[config.mk]
export PLATFORM = sky130hd
export DESIGN_NAME = rr_grant_sequencer_flat
export DESIGN_NICKNAME = d
export VERILOG_FILES = /design/src/rtl/rr_grant_sequencer_if.sv /design/src/rtl/rr_grant_sequencer.sv /design/src/flat_wrapper.sv
export SDC_FILE = /design/constraint.sdc
export NUM_CORES = 1
export LEC_CHECK = 0
export ABC_AREA = 1
export CORE_ASPECT_RATIO = 1.5
export CORE_UTILIZATION = 60
export CTS_BUF_LIST = sky130_fd_sc_hd__clkbuf_8 sky130_fd_sc_hd__clkbuf_16
export DETAILED_ROUTE_END_ITERATION = 6
export PLACE_DENSITY = 0.86
export SLEW_MARGIN = 15
export SYNTH_ARGS = -nofsm -noshare
export SYNTH_HDL_FRONTEND = slang
export SYNTH_SLANG_ARGS = --single-unit
[constraint.sdc]
create_clock -name clk -period 2.95 [get_ports clk]
set_input_delay 0.7375 -clock clk [delete_from_list [all_inputs] [get_ports clk]]
set_output_delay 0.7375 -clock clk [all_outputs]
set_load 0.01 [all_outputs]
[src/rtl/rr_grant_sequencer_if.sv]
// Request/grant bundle between the requesters and the round-robin grant sequencer.
// The sequencer's grant_idx/grant_valid feed the index/enable of a 3-to-8 decoder.
interface rr_grant_sequencer_if;
  logic       arb_en;
  logic [7:0] req;
  logic [2:0] grant_idx;
  logic       grant_valid;
  logic       timeout;

  // Requester side: drives enable and requests, observes the grant.
  modport master (
    output arb_en,
    output req,
    input  grant_idx,
    input  grant_valid,
    input  timeout
  );

  // Arbiter side.
  modport slave (
    input  arb_en,
    input  req,
    output grant_idx,
    output grant_valid,
    output timeout
  );
endinterface

[src/rtl/rr_grant_sequencer.sv]
// Round-robin arbiter for 8 requesters with a bounded hold time per grant.
// Produces a registered grant index/valid pair and a one-cycle timeout pulse
// whenever a grant is revoked because it reached HOLD_MAX cycles.
module rr_grant_sequencer #(
  parameter int unsigned HOLD_MAX = 8,
  parameter int unsigned CNT_W    = 4
) (
  input  logic                 clk,
  input  logic                 rst_n,
  rr_grant_sequencer_if.slave  bus
);

  localparam logic [CNT_W-1:0] HoldMax = CNT_W'(HOLD_MAX);
  localparam logic [CNT_W-1:0] CntOne  = CNT_W'(1);

  typedef enum logic [0:0] {StIdle, StGrant} state_e;

  state_e           state_q, state_d;
  logic [2:0]       last_ptr_q, last_ptr_d;
  logic [2:0]       grant_idx_q, grant_idx_d;
  logic [CNT_W-1:0] hold_cnt_q, hold_cnt_d;
  logic             timeout_q, timeout_d;

  logic [7:0]       holder_mask;
  logic [7:0]       req_others;
  logic             holder_req;
  logic             win_start_found;
  logic [2:0]       win_start_idx;
  logic             win_rot_found;
  logic [2:0]       win_rot_idx;

  // Returns {found, index} of the first set bit of cand, scanning upward from
  // last+1 with wrap-around. Iterating from the lowest priority position down
  // lets the last assignment (highest priority) win.
  function automatic logic [3:0] rr_pick(input logic [7:0] cand, input logic [2:0] last);
    logic [3:0] res;
    logic [2:0] pos;
    res = 4'b0000;
    for (int i = 7; i >= 0; i--) begin
      pos = last + 3'(i + 1);
      if (cand[pos]) begin
        res = {1'b1, pos};
      end
    end
    return res;
  endfunction

  // Candidate winners: fresh search from last_ptr (idle) and a rotation
  // that excludes the current holder (release or limit handover).
  always_comb begin
    holder_mask = 8'b0000_0001 << grant_idx_q;
    req_others  = bus.req & ~holder_mask;
    holder_req  = bus.req[grant_idx_q];
    {win_start_found, win_start_idx} = rr_pick(bus.req, last_ptr_q);
    {win_rot_found, win_rot_idx}     = rr_pick(req_others, grant_idx_q);
  end

  // Next-state logic: disable beats release, release beats the hold limit.
  always_comb begin
    state_d     = state_q;
    last_ptr_d  = last_ptr_q;
    grant_idx_d = grant_idx_q;
    hold_cnt_d  = hold_cnt_q;
    timeout_d   = 1'b0;

    unique case (state_q)
      StIdle: begin
        if (bus.arb_en && win_start_found) begin
          state_d     = StGrant;
          grant_idx_d = win_start_idx;
          hold_cnt_d  = CntOne;
        end
      end

      StGrant: begin
        if (!bus.arb_en) begin
          // Abandon the grant without advancing the rotation pointer.
          state_d    = StIdle;
          hold_cnt_d = '0;
        end else if (!holder_req) begin
          // Holder released: hand over on the same edge, no bubble.
          last_ptr_d = grant_idx_q;
          if (win_rot_found) begin
            grant_idx_d = win_rot_idx;
            hold_cnt_d  = CntOne;
          end else begin
            state_d    = StIdle;
            hold_cnt_d = '0;
          end
        end else if (hold_cnt_q == HoldMax) begin
          // Hold limit reached: revoke, and re-grant the holder only if it is
          // the sole requester.
          timeout_d  = 1'b1;
          last_ptr_d = grant_idx_q;
          hold_cnt_d = CntOne;
          if (win_rot_found) begin
            grant_idx_d = win_rot_idx;
          end
        end else begin
          hold_cnt_d = hold_cnt_q + CntOne;
        end
      end

      default: begin
        state_d    = StIdle;
        hold_cnt_d = '0;
      end
    endcase
  end

  // State and output registers; reset clears any grant in flight immediately.
  always_ff @(posedge clk or negedge rst_n) begin
    if (!rst_n) begin
      state_q     <= StIdle;
      last_ptr_q  <= 3'd7;
      grant_idx_q <= 3'd0;
      hold_cnt_q  <= '0;
      timeout_q   <= 1'b0;
    end else begin
      state_q     <= state_d;
      last_ptr_q  <= last_ptr_d;
      grant_idx_q <= grant_idx_d;
      hold_cnt_q  <= hold_cnt_d;
      timeout_q   <= timeout_d;
    end
  end

  // grant_valid comes straight from the state flop, so it is glitch-free.
  assign bus.grant_idx   = grant_idx_q;
  assign bus.grant_valid = (state_q == StGrant);
  assign bus.timeout     = timeout_q;

endmodule

[src/flat_wrapper.sv]
// flat-port wrapper written by rule: the top's interface ports become plain ports
module rr_grant_sequencer_flat 
#(
  parameter int unsigned HOLD_MAX = 8,
  parameter int unsigned CNT_W    = 4
)
  (clk, rst_n, bus_arb_en, bus_req, bus_grant_idx, bus_grant_valid, bus_timeout);
  rr_grant_sequencer_if bus_i ();
  input  logic clk;
  input  logic rst_n;
  input wire logic [$bits(bus_i.arb_en)-1:0] bus_arb_en;
  input wire logic [$bits(bus_i.req)-1:0] bus_req;
  output wire logic [$bits(bus_i.grant_idx)-1:0] bus_grant_idx;
  output wire logic [$bits(bus_i.grant_valid)-1:0] bus_grant_valid;
  output wire logic [$bits(bus_i.timeout)-1:0] bus_timeout;
  assign bus_i.arb_en = bus_arb_en;
  assign bus_i.req = bus_req;
  assign bus_grant_idx = bus_i.grant_idx;
  assign bus_grant_valid = bus_i.grant_valid;
  assign bus_timeout = bus_i.timeout;
  rr_grant_sequencer #(.HOLD_MAX(HOLD_MAX), .CNT_W(CNT_W)) u_core (.clk(clk), .rst_n(rst_n), .bus(bus_i));
endmodule
After elaboration in Yosys (flattened, before gate mapping)
Cells that the tools add are included.

word-level totals
  output and inout bits = 5
  word-level logic and storage cells = 121
  register bits after elaboration = 12
  input bits = 11

operators by class
  bitwise operators = 3
  reductions and logical operators = 3
  shifts and indexed selects = 1
  $lt $le $gt $ge = 16
  equality and inequality tests = 5
  $add $sub $neg = 15
  multiplexer cells = 73

operators by type and width
  operator                                                                      number
  4-bit two-way mux                                                             20
  3-bit by 4-bit less-than comparator with 1-bit output, second input constant  16
  1-bit binary-select mux with 3-bit select                                     17
  1-bit two-way mux                                                             26
  3-bit adder, second input constant                                            8
  3-bit two-way mux                                                             7
  3-bit by 2-bit adder with 3-bit output, second input constant                 4
  8-bit bitwise AND                                                             1
  8-bit NOT                                                                     1
  4-bit case mux with 2 select lines                                            1
  1-bit by 3-bit << shifter with 8-bit output, first input constant             1
  3-bit by 1-bit adder with 3-bit output, second input constant                 2
  3-bit case mux with 2 select lines                                            1
  3-bit AND reduction                                                           2
  4-bit by 1-bit adder with 4-bit output, second input constant                 1
  4-bit == test, second input constant                                          1
  2-bit inequality test, second input constant                                  2
  3-bit inequality test, second input constant                                  1
  2-bit by 1-bit inequality test with 1-bit output, second input constant       1
  1-bit case mux with 2 select lines                                            1
  1-bit logical AND                                                             1
  1-bit NOT                                                                     1

Logic depth before layout (Yosys ltp)
  depth in word-level cells = 18
  depth in mapped cells = 19

Worst setup path after synthesis
Ideal clock, no wire load.

  path type = register to register
  start = reg u_core.last_ptr_q[1]
  end = reg u_core.grant_idx_q[0], in the netlist u_core.bus.grant_idx[0]
  library setup time = 120 ps
  arrival time = 2,198 ps
  slack = 632 ps
  path buffers = 1
  stages on the path, launching flop included = 16
  cells stage by stage = dfstp_2 > buf_4 > clkinv_2 > ha_1 > inv_1 > nand3_1 > nand3_1 > nand2_1 > inv_1 > nand3_1 > o21ai_2 > nand2_2 > nand3_1 > nor2_1 > nand2_1 > nand2_1

between the ends
  cells in the longest elaborated chain, start to end = 13
  elaborated cells on any way between the ends = 36

RTL lines
  what                                                                            line                                                source
  from (decl)                                                                     rr_grant_sequencer.sv:19                            logic [2:0] last_ptr_q, last_ptr_d;
  from (signal assigned)                                                          rr_grant_sequencer.sv:121                           last_ptr_q <= last_ptr_d;
  3-bit adder or 1-bit binary-select mux with 3-bit select (tied branches)        rr_grant_sequencer.sv:40, rr_grant_sequencer.sv:41
  1-bit binary-select mux with 3-bit select or 1-bit two-way mux (tied branches)  rr_grant_sequencer.sv:41                            if (cand[pos]) begin
  1-bit two-way mux (not written as such) or 4-bit two-way mux (tied branches)    rr_grant_sequencer.sv:41
  4-bit two-way mux (6 in series)                                                 rr_grant_sequencer.sv:41
  4-bit two-way mux *                                                             rr_grant_sequencer.sv:41
  1-bit logical AND                                                               rr_grant_sequencer.sv:68                            if (bus.arb_en && win_start_found) begin
  2-bit by 1-bit inequality test with 1-bit output (no line)                      n/a
  3-bit AND reduction (no line)                                                   n/a
  to (signal assigned)                                                            rr_grant_sequencer.sv:122                           grant_idx_q <= grant_idx_d;
  to (decl)                                                                       rr_grant_sequencer.sv:20                            logic [2:0] grant_idx_q, grant_idx_d;

Every way passes the cells marked *; elsewhere a longest branch is shown, timed or not. The select of a mux whose other input is x is not followed.
A chain may end at the register's enable or synchronous reset.

Worst setup path in the final report
  start = in bus_req[0]
  end = reg u_core.grant_idx_q[1], in the netlist u_core.bus.grant_idx[1]

between the ends
  cells in the longest elaborated chain, start to end = 16
  elaborated cells on any way between the ends = 61

RTL lines
  what                                       line                                                source
  from (decl)                                flat_wrapper.sv:12                                  input wire logic [$bits(bus_i.req)-1:0] bus_req;
  8-bit bitwise AND                          rr_grant_sequencer.sv:52                            req_others = bus.req & ~holder_mask;
  1-bit binary-select mux with 3-bit select  rr_grant_sequencer.sv:41
  1-bit two-way mux (not written as such)    rr_grant_sequencer.sv:41
  4-bit two-way mux (8 in series)            rr_grant_sequencer.sv:41
  3-bit two-way mux                          rr_grant_sequencer.sv:83, rr_grant_sequencer.sv:96
  3-bit two-way mux                          rr_grant_sequencer.sv:90                            end else if (hold_cnt_q == HoldMax) begin
  3-bit two-way mux                          rr_grant_sequencer.sv:80                            end else if (!holder_req) begin
  3-bit two-way mux                          rr_grant_sequencer.sv:76                            if (!bus.arb_en) begin
  3-bit case mux with 2 select lines         rr_grant_sequencer.sv:66                            unique case (state_q)

Parallel ways exist; a longest one is shown, timed or not. The select of a mux whose other input is x is not followed.

==> summary.md <==
| Metric | Value |
|---|---|
| Crit path largest cell delay | `roughly 0.58 ns` |
| Syn Inst Count | `around 350` |
| Max cap viols | `0` |
| Cells along the critical path | `clkdlybuf4s50_1, inv_1, nor2_1, nor3_1, a211oi_2, nand2_1, nor2_2, nor2_2, nand3_1, a21oi_1, nand2_1, nand2_1` |
| Core footprint | `between 3000 and 4000 sq um` |
| Yosys top cell area share | `0.1921` |
| Critical path buffers and inverters | `2` |
| Final setup fails | `0` |
| Row count | `26` |
| Critical Path Slowest Stage Cell | `clkdlybuf4s50_1` |
| Number of global-route vias before repair | `2206` |
| Final ANT Viol Nets | `0` |
| Worst EP required | `about 3.1 ns` |
| Main area contributors after synthesis | `nand3_1, nand2_1, dfrtp_1` |
| Initial antenna violation count | `0` |
| Area leader, netlist | `nand3_1` |
| CTS buffer count | `3` |
| Congestion Overflow GR | `0` |
| Worst Hold Class | `flop to flop` |
| Fin. max-slew vios | `0` |
| Skew final | `0.0004576 ns` |
| Slew HR | `0.6491` |
| Via count | `between 2000 and 2500` |
| Hold_buf cts | `0` |
| Syn nets | `370` |
| Initial Util | `0.6239` |
| IO Pins | `16` |
| Critical path class | `primary input to flop` |
| Maximum clock rate | `~0.38 GHz` |
| DR pass1 iterations | `5` |
| CP startpoint | `bus_req[0]` |
| Clock transition at the registers of the reported paths | `about 0.05 ns` |
| CP arrival | `2.79 ns` |
| CTS tree | `done` |
| TNS Setup | `0 ns` |
| Drt wl/cell | `around 14 microns` |
| Yosys reg bits | `12` |
| Type of origin of the critical path | `primary input` |
| Residual DRC count | `0` |
| Final WL | `roughly 5.8 mm` |
| Largest net degree at the start of global routing | `19` |
| Clock Sinks | `12` |
| Sequential fraction of the synthesis area | `0.1440` |
| Final nets | `just under 400` |
| Global-route wire length before repair | `~9.4 mm` |
| Fin. Hold Viols | `0` |
| Synth cell types | `35` |
| Mean post-synth cell area | `slightly above 6 sq um` |
| Post-CTS Setup Bufs | `0` |
| Clock latency on the worst-skew pair | `approximately 0.24 ns` |
| Gr usage total | `0.3225` |
| Status | `completed` |
| Vias per cell | `approximately 5.9` |
| Initial DRC Count | `between 100 and 150` |
| Clk root buf | `clkbuf_8` |
| RSZ-0062 raised after global routing | `no` |
| Post-cts resize count | `0` |
| Die Y | `about 75 microns` |
| Most frequent cells in the layout | `nand2_1, nand3_1, inv_1` |
| Die area | `approximately 3800 sq um` |
| Min Tclk post-route | `around 2.7 ns` |
| Synth warnings | `0` |
| Post-DP HPWL | `between 4 and 5 mm` |
| CP Capture Type | `flop` |
| Reg2reg start | `u_core.last_ptr_q[0]` |
| Critical-path maximum fanout | `4` |
| Die X | `50.43 microns` |
| PortBufs | `15` |
| CP delay by family, top | `simple AND/OR/NAND/NOR gates` |
| Most used cell, CP | `nand2_1` |
| CTS H-Tree Depth | `1` |
| Deepest clock path buffer count | `2` |
| Antenna cells | `0` |
| Worst Max-Slew Pin Slew | `about 0.52 ns` |
| Mapped Area | `between 2000 and 2500 sq um` |
| Area growth from synthesis to layout | `11.14%` |
| Gp weighted congestion | `1.029` |
| Commonest non-fill, non-tap cell in the layout | `nand2_1` |
| Share of cells above drive strength 1 | `0.1721` |
| Worst Hold Launch | `u_core.hold_cnt_q[3]` |
| Final worst path period share | `0.9024` |
## flip-flops by register name (all words and copies together), names as in the netlist
name and flops:
u_core.bus.grant_valid 1, u_core.bus.timeout 1, u_core.hold_cnt_q 4, u_core.last_ptr_q 3, u_core.bus.grant_idx 3
## metal layers
metal / share of wire / global-route usage
met1: 0.38 / 0.3724
met2: 0.53 / 0.5852
met3: 0.058 / 0.03636
met4: 0.032 / 0.1605
met5: 0 / 0
## final cells by class
type	count	area [sq um]
Clock buffer	4	55.05
Fill cell	309	1037
Inverter	40	156.4
Multi-Input combinational cell	287	1568
Sequential cell	12	304.0
Tap cell	42	52.55
Timing Repair Buffer	23	210.2
## logic make-up (layout without fill, tap and decap cells)
kind of cell	after synthesis	after routing	synth area share
AND/OR/NAND/NOR	239	239	0.5554
buffers and inverters	49	67	0.1132
AO/OA/AOI/OAI	29	29	0.08180
flip-flops	12	12	0.1440
adder cells (fa/ha/maj)	11	11	0.06520
XOR/XNOR	8	8	0.04032
## metrics by stage
step | setup slack, ns | area [sq um] | utilization | hold slack (ns) | std cells
floorplan | 0.6317 | 2111 | - | 0.4419 | 348
CTS | 0.3513 | 2346 | 0.6934 | 0.5738 | 408
global placement | 0.2180 | 2291 | 0.6771 | 0.5623 | 404
finish | 0.2879 | 2346 | 0.6934 | 0.5841 | 408
global route | 0.1263 | 2346 | 0.6934 | 0.6168 | 408
detailed placement | 0.1365 | 2291 | 0.6771 | 0.5601 | 404
## synth_stat cells, drive strengths merged
master / instances
nand2: 113
nand3: 99
inv: 38
nor2: 23
a21oi: 12
ha: 11
o21ai: 11
dfrtp: 9
buf: 8
xnor2: 4
xor2: 4
dfstp: 3
clkinv: 2
nand4: 2
a211oi: 1
a21boi: 1
and3: 1
clkbuf: 1
nor3: 1
o21bai: 1
o31a: 1
o32ai: 1
o41ai: 1
## worst min-delay path: stages (launching register included)
cell and delay [ns]:
dfrtp_1 0.39, nand3_1 0.10, o41ai_1 0.06
## worst paths after layout
kind	endpoint	slack (ns)	cells after the start
setup reg to reg	u_core.bus.grant_idx[1]	0.35	14
min in group asynchronous	u_core.hold_cnt_q[1]	0.84	1
max in group asynchronous	u_core.last_ptr_q[0]	1.74	1
hold / removal	u_core.hold_cnt_q[3]	0.58	2
hold reg to reg	u_core.hold_cnt_q[3]	0.58	2
setup / recovery	u_core.bus.grant_idx[1]	0.29	12
Power is left out: the tool's default activity adds up to more than one toggle a clock period on the data nets, which glitch-free logic cannot reach.
